==> src/rtl/dxi_window_gen.sv <==
// dxi_window_gen
// ----------------------------------------------------------------------------
// Upstream stage of the DXI 3x3 filter. Takes a raster-order 8-bit pixel
// stream, keeps the two previous lines in line buffers, and assembles every
// fully-interior 3x3 neighbourhood into a 72-bit DXI word. The kernel select
// sampled on the first pixel of a frame is carried alongside every window
// of that frame.
//
// Ports
//   i_clk            clock, rising edge
//   i_rst            synchronous active-high reset
//   i_pix_valid      input pixel valid
//   i_pix_data[7:0]  input pixel, raster order, top-left first
//   o_pix_ready      stage can take a pixel this cycle
//   i_cfg_select[1:0] kernel select, latched on pixel (0,0)
//   o_dxi_valid      window valid
//   o_dxi_data[71:0] window, byte k = window row k/3, column k%3
//   i_dxi_ready      downstream ready
//   o_config_select[1:0] kernel select for the frame of the current window
//   o_dxi_last       marks the last window of a frame
//
// Handshake: a transfer happens on a rising edge where valid && ready are
// both 1. A producer holding valid keeps its data stable until that edge.
// Pixel side: accept = i_pix_valid && o_pix_ready. Window side: o_dxi_valid
// with its data/last/select held until i_dxi_ready.
module dxi_window_gen #(
    parameter int IMG_WIDTH  = 8,
    parameter int IMG_HEIGHT = 8
) (
    input  logic        i_clk,
    input  logic        i_rst,
    input  logic        i_pix_valid,
    input  logic [7:0]  i_pix_data,
    output logic        o_pix_ready,
    input  logic [1:0]  i_cfg_select,
    output logic        o_dxi_valid,
    output logic [71:0] o_dxi_data,
    input  logic        i_dxi_ready,
    output logic [1:0]  o_config_select,
    output logic        o_dxi_last
);

    localparam int COL_W = $clog2(IMG_WIDTH);
    localparam int ROW_W = $clog2(IMG_HEIGHT);
    localparam logic [COL_W-1:0] COL_LAST = COL_W'(IMG_WIDTH - 1);
    localparam logic [ROW_W-1:0] ROW_LAST = ROW_W'(IMG_HEIGHT - 1);
    localparam logic [COL_W-1:0] COL_TWO  = COL_W'(2);
    localparam logic [ROW_W-1:0] ROW_TWO  = ROW_W'(2);

    logic [COL_W-1:0] col;
    logic [ROW_W-1:0] row;
    logic [7:0]       lb0 [IMG_WIDTH];   // line row-1
    logic [7:0]       lb1 [IMG_WIDTH];   // line row-2
    logic [7:0]       win [9];           // index = wrow*3 + wcol
    logic [7:0]       win_next [9];
    logic [71:0]      win_packed;
    logic [1:0]       frame_cfg;

    logic accept;
    logic col_wrap;
    logic row_wrap;
    logic at_start;
    logic at_emit;

    // The output register can take a new window when it is empty or being
    // drained this cycle, so ready never looks at i_pix_valid.
    assign o_pix_ready = !i_rst && (!o_dxi_valid || i_dxi_ready);
    assign accept      = i_pix_valid && o_pix_ready;

    assign col_wrap = (col == COL_LAST);
    assign row_wrap = (row == ROW_LAST);
    assign at_start = (col == '0) && (row == '0);
    // Only interior positions have two valid columns to the left in this
    // row and two valid lines above in this frame, so stale line-buffer
    // content and border windows never reach the output.
    assign at_emit  = (row >= ROW_TWO) && (col >= COL_TWO);

    // Window after the shift that the current accept would perform.
    always_comb begin
        for (int r = 0; r < 3; r++) begin
            win_next[r*3 + 0] = win[r*3 + 1];
            win_next[r*3 + 1] = win[r*3 + 2];
        end
        win_next[2] = lb1[col];
        win_next[5] = lb0[col];
        win_next[8] = i_pix_data;
        for (int k = 0; k < 9; k++) begin
            win_packed[k*8 +: 8] = win_next[k];
        end
    end

    // Position counters and frame-level config.
    always_ff @(posedge i_clk) begin
        if (i_rst) begin
            col       <= '0;
            row       <= '0;
            frame_cfg <= '0;
        end else if (accept) begin
            if (at_start) begin
                frame_cfg <= i_cfg_select;
            end
            if (col_wrap) begin
                col <= '0;
                row <= row_wrap ? '0 : row + 1'b1;
            end else begin
                col <= col + 1'b1;
            end
        end
    end

    // Line buffers and shift window carry data only; they are never read
    // into an emitted window before this frame has overwritten them.
    always_ff @(posedge i_clk) begin
        if (accept) begin
            lb1[col] <= lb0[col];
            lb0[col] <= i_pix_data;
            for (int k = 0; k < 9; k++) begin
                win[k] <= win_next[k];
            end
        end
    end

    // Output register. A new window may replace one being drained in the
    // same cycle, which keeps valid high with no bubble.
    always_ff @(posedge i_clk) begin
        if (i_rst) begin
            o_dxi_valid     <= 1'b0;
            o_dxi_data      <= '0;
            o_dxi_last      <= 1'b0;
            o_config_select <= '0;
        end else if (accept && at_emit) begin
            o_dxi_valid     <= 1'b1;
            o_dxi_data      <= win_packed;
            o_dxi_last      <= row_wrap && col_wrap;
            o_config_select <= frame_cfg;
        end else if (i_dxi_ready) begin
            o_dxi_valid     <= 1'b0;
        end
    end

endmodule

==> config.mk <==
export PLATFORM = sky130hd
export DESIGN_NAME = dxi_window_gen
export DESIGN_NICKNAME = d
export VERILOG_FILES = /design/src/rtl/dxi_window_gen.sv
export SDC_FILE = /design/constraint.sdc
export NUM_CORES = 1
export LEC_CHECK = 0
export ABC_AREA = 1
export CAP_MARGIN = 5
export CORE_MARGIN = 1
export CORE_UTILIZATION = 40
export DETAILED_ROUTE_END_ITERATION = 12
export SYNTH_ARGS = -nofsm -noshare
export SYNTH_HDL_FRONTEND = slang
export SYNTH_SLANG_ARGS = --single-unit
==> constraint.sdc <==
create_clock -name i_clk -period 4 [get_ports i_clk]
set_input_delay 1 -clock i_clk [delete_from_list [all_inputs] [get_ports i_clk]]
set_output_delay 1 -clock i_clk [all_outputs]
set_load 0.05 [all_outputs]
# Yosys cells after proc, flatten, opt, wreduce, memory -nomap -nowiden
# Memory sizes are Yosys's and may differ from the RTL's. A register that Yosys moved wholly into a read port is not among the register bits.
# Index checks and enable logic that the tools add are counted.
# word_totals
input_bits,14
mem_bits_ro,0
wordCells,40
latch_bits,0
out_inout_bits,77
ram_bits,200
register_bits,84
n_memories,3
# mem_list
memory,depth,width,rd,rd_clocked_by_memory_dff,write_ports,line,rtl
win,9,8,6,0,9,54,logic [7:0] win [9];
lb0,8,8,1,1,1,52,logic [7:0] lb0 [IMG_WIDTH];
lb1,8,8,1,1,1,53,logic [7:0] lb1 [IMG_WIDTH];
# classes
div,0
order_cmp,2
shifts,0
bitwise_logic,0
n_addsub,2
mux,10
n_eq_ne,2
mul,0
reduce_logical,14
# ops
op,n
$mux 3,6
$add 3x1->3 const B,2
$eq 3x3->1 const B,2
$ge 3x2->1 const B,2
$logic_and 1x1->1,6
$logic_not 3->1,2
$mux 1,4
$reduce_and 2->1,2
$logic_not 1->1,2
$reduce_bool 2->1,1
$logic_or 1x1->1,1

# Logic depth before layout (Yosys ltp)
# Gate-level depths: netlist (run 1).
# logic_depth
word_depth,6
depth_mapped,10
depth_no_buf,9

# Worst setup path after synthesis (run 1)
# OpenSTA, ideal clock, no wires.
# synth_path
path_type,input to register
start,input i_dxi_ready
end,memory lb0[1][0] (enable)
stages,6
arrival_time_ns,2.847
n_path_buf,0
setup_time_ns,0.389
required_time_ns,3.611
slack_ns,0.765
path_cell_list,inv_1 -> nand2_1 -> nand3_4 -> inv_2 -> nand2_1 -> nor2_1
# synth_via
elab_chain_len,5
# synth_lines
item,line,rtl
start: declaration,38,"input logic i_dxi_ready,"
$logic_or 1x1->1,67,assign o_pix_ready = !i_rst && (!o_dxi_valid || i_dxi_ready);
$logic_and 1x1->1,67,
$logic_and 1x1->1,68,assign accept = i_pix_valid && o_pix_ready;
net accept,59,logic accept;
$mux 1,114,if (accept) begin
$mux 1 (implied by the code),116,lb0[col] <= i_pix_data;
end: declaration,52,
# The timed path passes the listed nets, and every way through them passes these cells.

# Worst setup path after layout (run 1)
# layout_path
start,input i_rst
end,output o_pix_ready
# layout_via
elab_chain_len,2
# layout_lines
item,line,rtl
start: declaration,31,"input logic i_rst,"
$logic_not 1->1,67,
$logic_and 1x1->1,67,
end: declaration,34,"output logic o_pix_ready,"
# Every way passes these cells.

==> impl_metrics.yaml, run 1 <==
route:
  drt-total-wl_um: 22500
  vias: 6790
  drt_first_pass_iters: 5
  initialDrtViolationCount: 559
  route.detailed.drc: 0
  wl_per_cell_um: 15.5
  route.detailed.vias_per_inst: 4.66
  antenna_left: 0
floorplan:
  start_util: 0.409
  io_pins: 91
  core_um2: 25200
  rows: 58
  die_area_um2: 26400
  die_x_um: 162
  die_h_um: 162
cts:
  clockBufferDepth: 3
  cts_resized: 0
  clk_latency_ns: 0.53
  tritoncts: "built"
  cts_buffers: 27
  cts_setup_buffers: 0
  cts-root-buf: "clkbuf_16"
  cts.clk_slew.worst_paths_ns: 0.06
  hold_buffers: 0
  cts.sinks: 263
  htreeDepth: 1
pwr:
  p_leak_uw: 0.00514
  powerDensity_nw_per_um2: 455
  irDropWorstVdd_mv: 0.387
yosys:
  synth_area_leaders: "edfxtp_1 (51%), dfxtp_1 (17%), inv_1 (6.5%), nand2_1 (6.4%), nor2_1 (4.9%)"
  async_reset_ff_frac: 0
  netlist_area_um2: 10300
  yosysSeqAreaShare: 0.682
  synth_top_area_cell: "edfxtp_1"
  yosysTopAreaCellShare: 0.513
  synth_edf_count: 176
  netlist_instances: 1018
  synth_area_per_cell_um2: 10.1
  synth_flop_cell: "edfxtp_1"
  ys_warn_count: 0
  synth_cell_types: 24
  synth-seq-cells: 263
  syn_nets: 1040
timing:
  setup_viol: 0
  timing.slew.headroom: 0.233
  fin_setup_tns_ns: 0
  hold_viol_final: 0
  finalMaxSlewViolations: 0
  min_period_ns: 3.49
  rsz0062_at_grt: "false"
  finClkSkew_ns: 0.00937
  tightest_slew_ns: 1.15
  fmax_mhz: 286
  setup_ws_ns: 0.506
  post-route-period-util: 0.874
final_layout:
  fill_cells: 2333
  area_growth_pct: 19.7
  num-nets-final: 1130
  antenna_cells: 0
  layout_commonest_cell: "inv_1"
  final_cell_mix: "inv_1 (179), edfxtp_1 (176), nand2_1 (175), nor2_1 (135), nand3_1 (100)"
  fin_util: 0.489
  drive_gt1_frac: 0.0585
critical_path:
  r2r-end: "win[5][6]$_DFFE_PP_"
  critPathKind: "in2out"
  reg2reg_slack_ns: 1.81
  start_kind: "input pin"
  end_kind: "output port"
  required_ns: 3.00
  critPathMaxFanout: 6
  arrival_ns: 2.49
  rr_worst_depth: 6
place:
  gp_congestion: 0.739
  port_buffers: 90
  pre_cts_ws_ns: 0.512
  place_hpwl_um: 13300
outcome:
  status: "completed"
grt:
  grt_max_degree: 81
  grt_pass1_vias: 6417
  grt_antenna_before_repair: 0
  gr-total-overflow: 0
  grt_pass1_wl_um: 35500
  grt_use_total: 0.173
worst_hold_path:
  hold_path.class: "reg2reg"
  hold_path_depth: 0
  min_to: "win[1][2]$_DFFE_PP_"
  hp-start: "win[2][2]$_DFFE_PP_"
job:
  cap_violations: 0
area by class of cell:
type / instances / area, um^2 / area share
Tap cell: 330 / 413 / 0.0335
Clock buffer: 39 / 773 / 0.0627
Sequential cell: 263 / 7030 / 0.570
Timing Repair Buffer: 109 / 1040 / 0.0847
Inverter: 182 / 683 / 0.0554
Clock inverter: 10 / 51.3 / 0.00416
Multi-Input combinational cell: 525 / 2330 / 0.189
flip-flops by register name, indices dropped and copies added, names as in the netlist, named ones only:
| name | flops |
|---|---|
| o_dxi_data | 72 |
| col | 3 |
| lb0 | 64 |
| frame_cfg | 2 |
| win | 48 |
| o_dxi_valid | 1 |
| o_config_select | 2 |
| row | 3 |
| lb1 | 64 |
| o_dxi_last | 1 |
critical path, stage by stage:
cell	delay [ns]
clkdlybuf4s50_1	0.53
nor2_1	0.15
clkdlybuf4s50_1	0.81
power breakdown:
part           switching (uW)  internal, uW  total, uW
sequential               18.5          2980       3000
clock                     998          1340       2340
combinational             210          67.4        278
total                    1230          4390       5610
stage by stage:
stage / hold slack [ns] / cell area [um^2] / cells / total power (uW)
detailed placement: 0.433 / 11500 / 1409 / 3340
floorplan: 0.427 / 10300 / 1018 / 3220
global placement: 0.431 / 11500 / 1409 / 3330
finish: 0.447 / 12300 / 1458 / 5610
CTS: 0.446 / 12300 / 1458 / 5670
global route: 0.465 / 12300 / 1458 / 5810
kinds of logic after synthesis:
logic type,Yosys count,synth area share
AND/OR/NAND/NOR,417,0.168
flip-flops,263,0.682
adder cells (fa/ha/maj),8,0.00972
buffers and inverters,230,0.0910
AO/OA/AOI/OAI,100,0.0486
Yosys cell counts, types with 3 or more instances:
master / count
inv_1: 179
edfxtp_1: 176
nand2_1: 175
nor2_1: 135
nand3_1: 100
dfxtp_1: 87
o21ai_0: 68
a21oi_1: 22
buf_2: 19
clkbuf_1: 19
o21ai_1: 10
ha_1: 8
buf_6: 5
buf_4: 3
inv_2: 3
per-layer routing:
| metal | track usage | wire length, um | vias up |
|---|---|---|---|
| li1 | - | - | 3431 |
| met1 | 0.248 | 10700 | 3176 |
| met2 | 0.277 | 10400 | 150 |
| met3 | 0.0257 | 981 | 33 |
| met4 | 0.0433 | 432 | 0 |
| met5 | 0 | 0 | - |
how the worst max path moves through the flow:
stage | end | slack (ns) | startpoint | cells past startpoint
after CTS | o_pix_ready | 0.51 | i_rst | 3
after detailed placement | o_pix_ready | 0.51 | i_rst | 3
final | o_pix_ready | 0.51 | i_rst | 3
after global routing | o_pix_ready | 0.47 | i_rst | 3
after floorplan | lb0[1][0]$_DFFE_PP_ | 0.76 | i_dxi_ready | 6
after global placement | o_pix_ready | 0.50 | i_rst | 3
No activity file was read; power rests on OpenSTA's default activity.
==> run 2: changes to the inputs <==
Settings changed: CORE_MARGIN 1 to 4.
Clock period 4 ns to 3.8 ns, I/O delays scaled along.
==> impl_metrics.yaml, run 2 (synthesis gave the netlist of run 1 again) <==
place:
  pre_cts_ws_ns: 0.427
  gp_congestion: 0.743
  place_hpwl_um: 13300
  placed_area_um2: 11500
  port_buffers: 90
critical_path:
  critPathMaxFanout: 6
  end_kind: "output port"
  r2r-end: "lb1[5][0]$_DFFE_PP_"
  rr_worst_depth: 6
  reg2reg_slack_ns: 1.62
  arrival_ns: 2.42
  required_ns: 2.85
  critPathKind: "in2out"
  start_kind: "input pin"
route:
  route.detailed.vias_per_inst: 4.68
  drt_first_pass_iters: 7
  initialDrtViolationCount: 619
  wl_per_cell_um: 15.6
  route.detailed.drc: 0
  drt-total-wl_um: 22700
  antenna_left: 0
  vias: 6812
cts:
  cts_resized: 0
  htreeDepth: 1
  tritoncts: "built"
  cts-root-buf: "clkbuf_16"
  cts_setup_buffers: 0
  clockBufferDepth: 3
  clk_latency_ns: 0.52
  cts_buffers: 27
  cts.clk_slew.worst_paths_ns: 0.06
  hold_buffers: 0
  cts.sinks: 263
floorplan:
  die_x_um: 168
  rows: 58
  die_area_um2: 28400
  die_h_um: 168
  start_util: 0.408
  io_pins: 91
  core_um2: 25300
timing:
  hold_ws_ns: 0.447
  post-route-period-util: 0.886
  setup_ws_ns: 0.433
  hold_viol_final: 0
  fmax_mhz: 297
  timing.slew.headroom: 0.210
  rsz0062_at_grt: "false"
  setup_viol: 0
  tightest_slew_ns: 1.18
  finClkSkew_ns: 0.0112
  fin_setup_tns_ns: 0
  finalMaxSlewViolations: 0
  min_period_ns: 3.37
worst_hold_path:
  min_to: "win[4][3]$_DFFE_PP_"
  hold_path.class: "reg2reg"
  hp-start: "win[5][3]$_DFFE_PP_"
  hold_path_depth: 0
final_layout:
  largest_register_ffs: 72
  fill_cells: 2344
  area_growth_pct: 20.5
  num-nets-final: 1129
  layout_commonest_cell: "inv_1"
  drive_gt1_frac: 0.0639
  final_cell_mix: "inv_1 (179), edfxtp_1 (176), nand2_1 (175), nor2_1 (135), nand3_1 (100)"
  final_area_um2: 12400
  top_register: "o_dxi_data"
  antenna_cells: 0
  biggestRegsByFlops: "o_dxi_data x72, lb0 x64, lb1 x64"
grt:
  grt_util_met2: 0.251
  grt_use_total: 0.160
  grt_pass1_wl_um: 36400
  grtUsageMet3: 0.0221
  gr-total-overflow: 0
  met1_usage: 0.234
  grt_pass1_vias: 6495
  grt_antenna_before_repair: 0
  grt_busiest_layer: "met2"
  grt_max_degree: 81
pwr:
  irDropWorstVdd_mv: 0.422
  p_leak_uw: 0.00518
  powerDensity_nw_per_um2: 483
job:
  cap_violations: 0
outcome:
  status: "completed"
==> run 2: worst max-delay path, stage by stage <==
cell	delay (ns)
clkdlybuf4s50_1	0.51
nor2_1	0.15
clkdlybuf4s50_1	0.81
==> run 2: how the worst max path moves through the flow <==
| stage | to | start | slack [ns] | cells after the start |
|---|---|---|---|---|
| CTS | o_pix_ready | i_rst | 0.43 | 3 |
| detailed placement | o_pix_ready | i_rst | 0.43 | 3 |
| finish | o_pix_ready | i_rst | 0.43 | 3 |
| global placement | o_pix_ready | i_rst | 0.45 | 3 |
| global route | o_pix_ready | i_rst | 0.39 | 3 |
| floorplan | lb0[1][0]$_DFFE_PP_ | i_dxi_ready | 0.61 | 6 |
==> run 2: cell type report <==
class / count / area [um^2] / area share
Clock inverter: 10 / 58.8 / 0.00474
Inverter: 182 / 683 / 0.0550
Timing Repair Buffer: 108 / 1070 / 0.0865
Tap cell: 330 / 413 / 0.0333
Sequential cell: 263 / 7030 / 0.566
Clock buffer: 39 / 823 / 0.0663
Multi-Input combinational cell: 525 / 2330 / 0.188
==> run 2: report_power, final <==
group / switching [uW] / internal [uW] / leakage, uW / total [uW]
clock network: 1050 / 1510 / 0.000444 / 2550
logic: 220 / 71.4 / 0.00243 / 291
registers: 19.0 / 3130 / 0.00230 / 3150
==> run 2: routing by layer <==
layer / routed length (um) / vias to the layer above / part of all wire
li1: - / 3436 / -
met1: 10800 / 3181 / 0.47
met2: 10400 / 161 / 0.46
met3: 1040 / 34 / 0.046
met4: 485 / 0 / 0.021
met5: 0 / - / 0
==> run 2: stage by stage <==
step	instances	power [uW]	utilization
2_1_floorplan	1018	3390	-
3_3_place_gp	1408	3510	0.457
3_5_place_dp	1408	3510	0.457
4_1_cts	1457	6060	0.491
5_1_grt	1457	6220	0.491
6_report	1457	6000	0.491
==> run 3: changes to the inputs <==
Settings changed: REMOVE_ABC_BUFFERS set to 1.
==> impl_metrics.yaml, run 3 (synthesis gave the netlist of run 1 again) <==
outcome:
  status: "completed"
grt:
  grt_pass1_wl_um: 35700
  gr-total-overflow: 0
  grt_antenna_before_repair: 0
  grt_max_degree: 81
  grt_use_total: 0.155
  grt_pass1_vias: 6742
place:
  port_buffers: 90
  gp_congestion: 0.779
  pre_cts_ws_ns: 0.869
  placed_area_um2: 11500
  place_hpwl_um: 12100
cts:
  cts.sinks: 263
  htreeDepth: 1
  clockBufferDepth: 3
  clk_latency_ns: 0.53
  cts_setup_buffers: 0
  hold_buffers: 0
  cts-root-buf: "clkbuf_16"
  cts_resized: 0
  cts_buffers: 28
  cts.clk_slew.worst_paths_ns: 0.06
  tritoncts: "built"
final_layout:
  area_growth_pct: 21.1
  top_register: "o_dxi_data"
  fill_cells: 2320
  final_area_um2: 12500
  layout_commonest_cell: "inv_1"
  largest_register_ffs: 72
  final_cell_mix: "inv_1 (179), edfxtp_1 (176), nand2_1 (175), nor2_1 (135), nand3_1 (100)"
  drive_gt1_frac: 0.0653
  num-nets-final: 1134
  antenna_cells: 0
  biggestRegsByFlops: "o_dxi_data x72, lb0 x64, lb1 x64"
route:
  wl_met2_um: 10400
  initialDrtViolationCount: 443
  routed.top_layer: "met4"
  route.met3.wl_um: 993
  route.detailed.vias_per_inst: 4.63
  wl_met1_um: 9900
  antenna_left: 0
  wl_per_cell_um: 14.9
  drt_first_pass_iters: 4
  drt-total-wl_um: 21800
  vias: 6783
  route.detailed.drc: 0
timing:
  finalMaxSlewViolations: 0
  finClkSkew_ns: 0.00780
  tightest_slew_ns: 0.814
  timing.slew.headroom: 0.457
  fmax_mhz: 361
  rsz0062_at_grt: "false"
  hold_ws_ns: 0.449
  post-route-period-util: 0.728
  setup_ws_ns: 1.03
  min_period_ns: 2.77
  setup_viol: 0
  hold_viol_final: 0
floorplan:
  die_x_um: 168
  rows: 58
  core_um2: 25300
  io_pins: 91
  die_h_um: 168
  start_util: 0.408
  die_area_um2: 28400
critical_path:
  critPathKind: "in2out"
  required_ns: 2.85
  r2r-start: "row[0]$_SDFFE_PP0P_"
  critPathMaxFanout: 6
  rr_worst_depth: 9
  start_kind: "input pin"
  timing.critical_path.from: "i_rst"
  cp-endpoint: "o_pix_ready"
  arrival_ns: 1.82
  r2r-end: "o_dxi_last$_SDFFE_PP0P_"
  end_kind: "output port"
  reg2reg_slack_ns: 1.50
pwr:
  powerDensity_nw_per_um2: 495
  total_power_uw: 6170
  irDropWorstVdd_mv: 0.271
  p_leak_uw: 0.00521
job:
  cap_violations: 0
worst_hold_path:
  hold_path.class: "reg2reg"
==> run 3: cell count changes in the layout (fill, tap and decap cells not counted), sizes merged <==
cell	previous run	this run
bufinv	0	3
buf	18	23
clkdlybuf4s50	90	89
clkbuf	39	41
inv	184	182
==> run 3: worst min path at each step <==
stage,cells past startpoint,to,slack [ns],startpoint
finish,0,win[1][0]$_DFFE_PP_,0.45,win[2][0]$_DFFE_PP_
global route,0,win[4][4]$_DFFE_PP_,0.46,win[5][4]$_DFFE_PP_
CTS,0,win[1][4]$_DFFE_PP_,0.45,win[2][4]$_DFFE_PP_
detailed placement,0,win[1][0]$_DFFE_PP_,0.44,win[2][0]$_DFFE_PP_
global placement,0,win[1][0]$_DFFE_PP_,0.43,win[2][0]$_DFFE_PP_
floorplan,0,win[1][0]$_DFFE_PP_,0.43,win[2][0]$_DFFE_PP_
==> run 3: power by group <==
part / leakage (uW) / internal, uW / total, uW / switching, uW
Clock: 0.000466 / 1690 / 2740 / 1050
Sequential: 0.00230 / 3130 / 3150 / 19.0
Combinational: 0.00244 / 71.4 / 278 / 206
==> run 3: final cells by class <==
type,instances,area (um^2),area share
flip-flops and latches,263,7030,0.564
multi-input cells,525,2330,0.187
repair buffers,112,1060,0.0853
clock buffers,41,821,0.0658
inverters,182,683,0.0548
well taps,330,413,0.0331
clock inverters,11,125,0.0100
==> run 3: critical path, cell delays in order <==
cell             delay, ns
clkdlybuf4s50_1       0.52
nor2_1                0.14
buf_4                 0.20
==> run 3: layer usage <==
layer,global-route usage,up-vias
met1,0.202,3153
met5,0,-
met2,0.271,149
met3,0.0209,38
li1,-,3443
met4,0.0434,0
==> run 3: metrics by stage <==
stage | std cells | setup TNS [ns] | utilization
CTS | 1464 | 0 | 0.494
detailed placement | 1412 | 0 | 0.456
floorplan | 970 | -3.68 | -
global route | 1464 | 0 | 0.494
global placement | 1412 | 0 | 0.456
finish | 1464 | 0 | 0.494
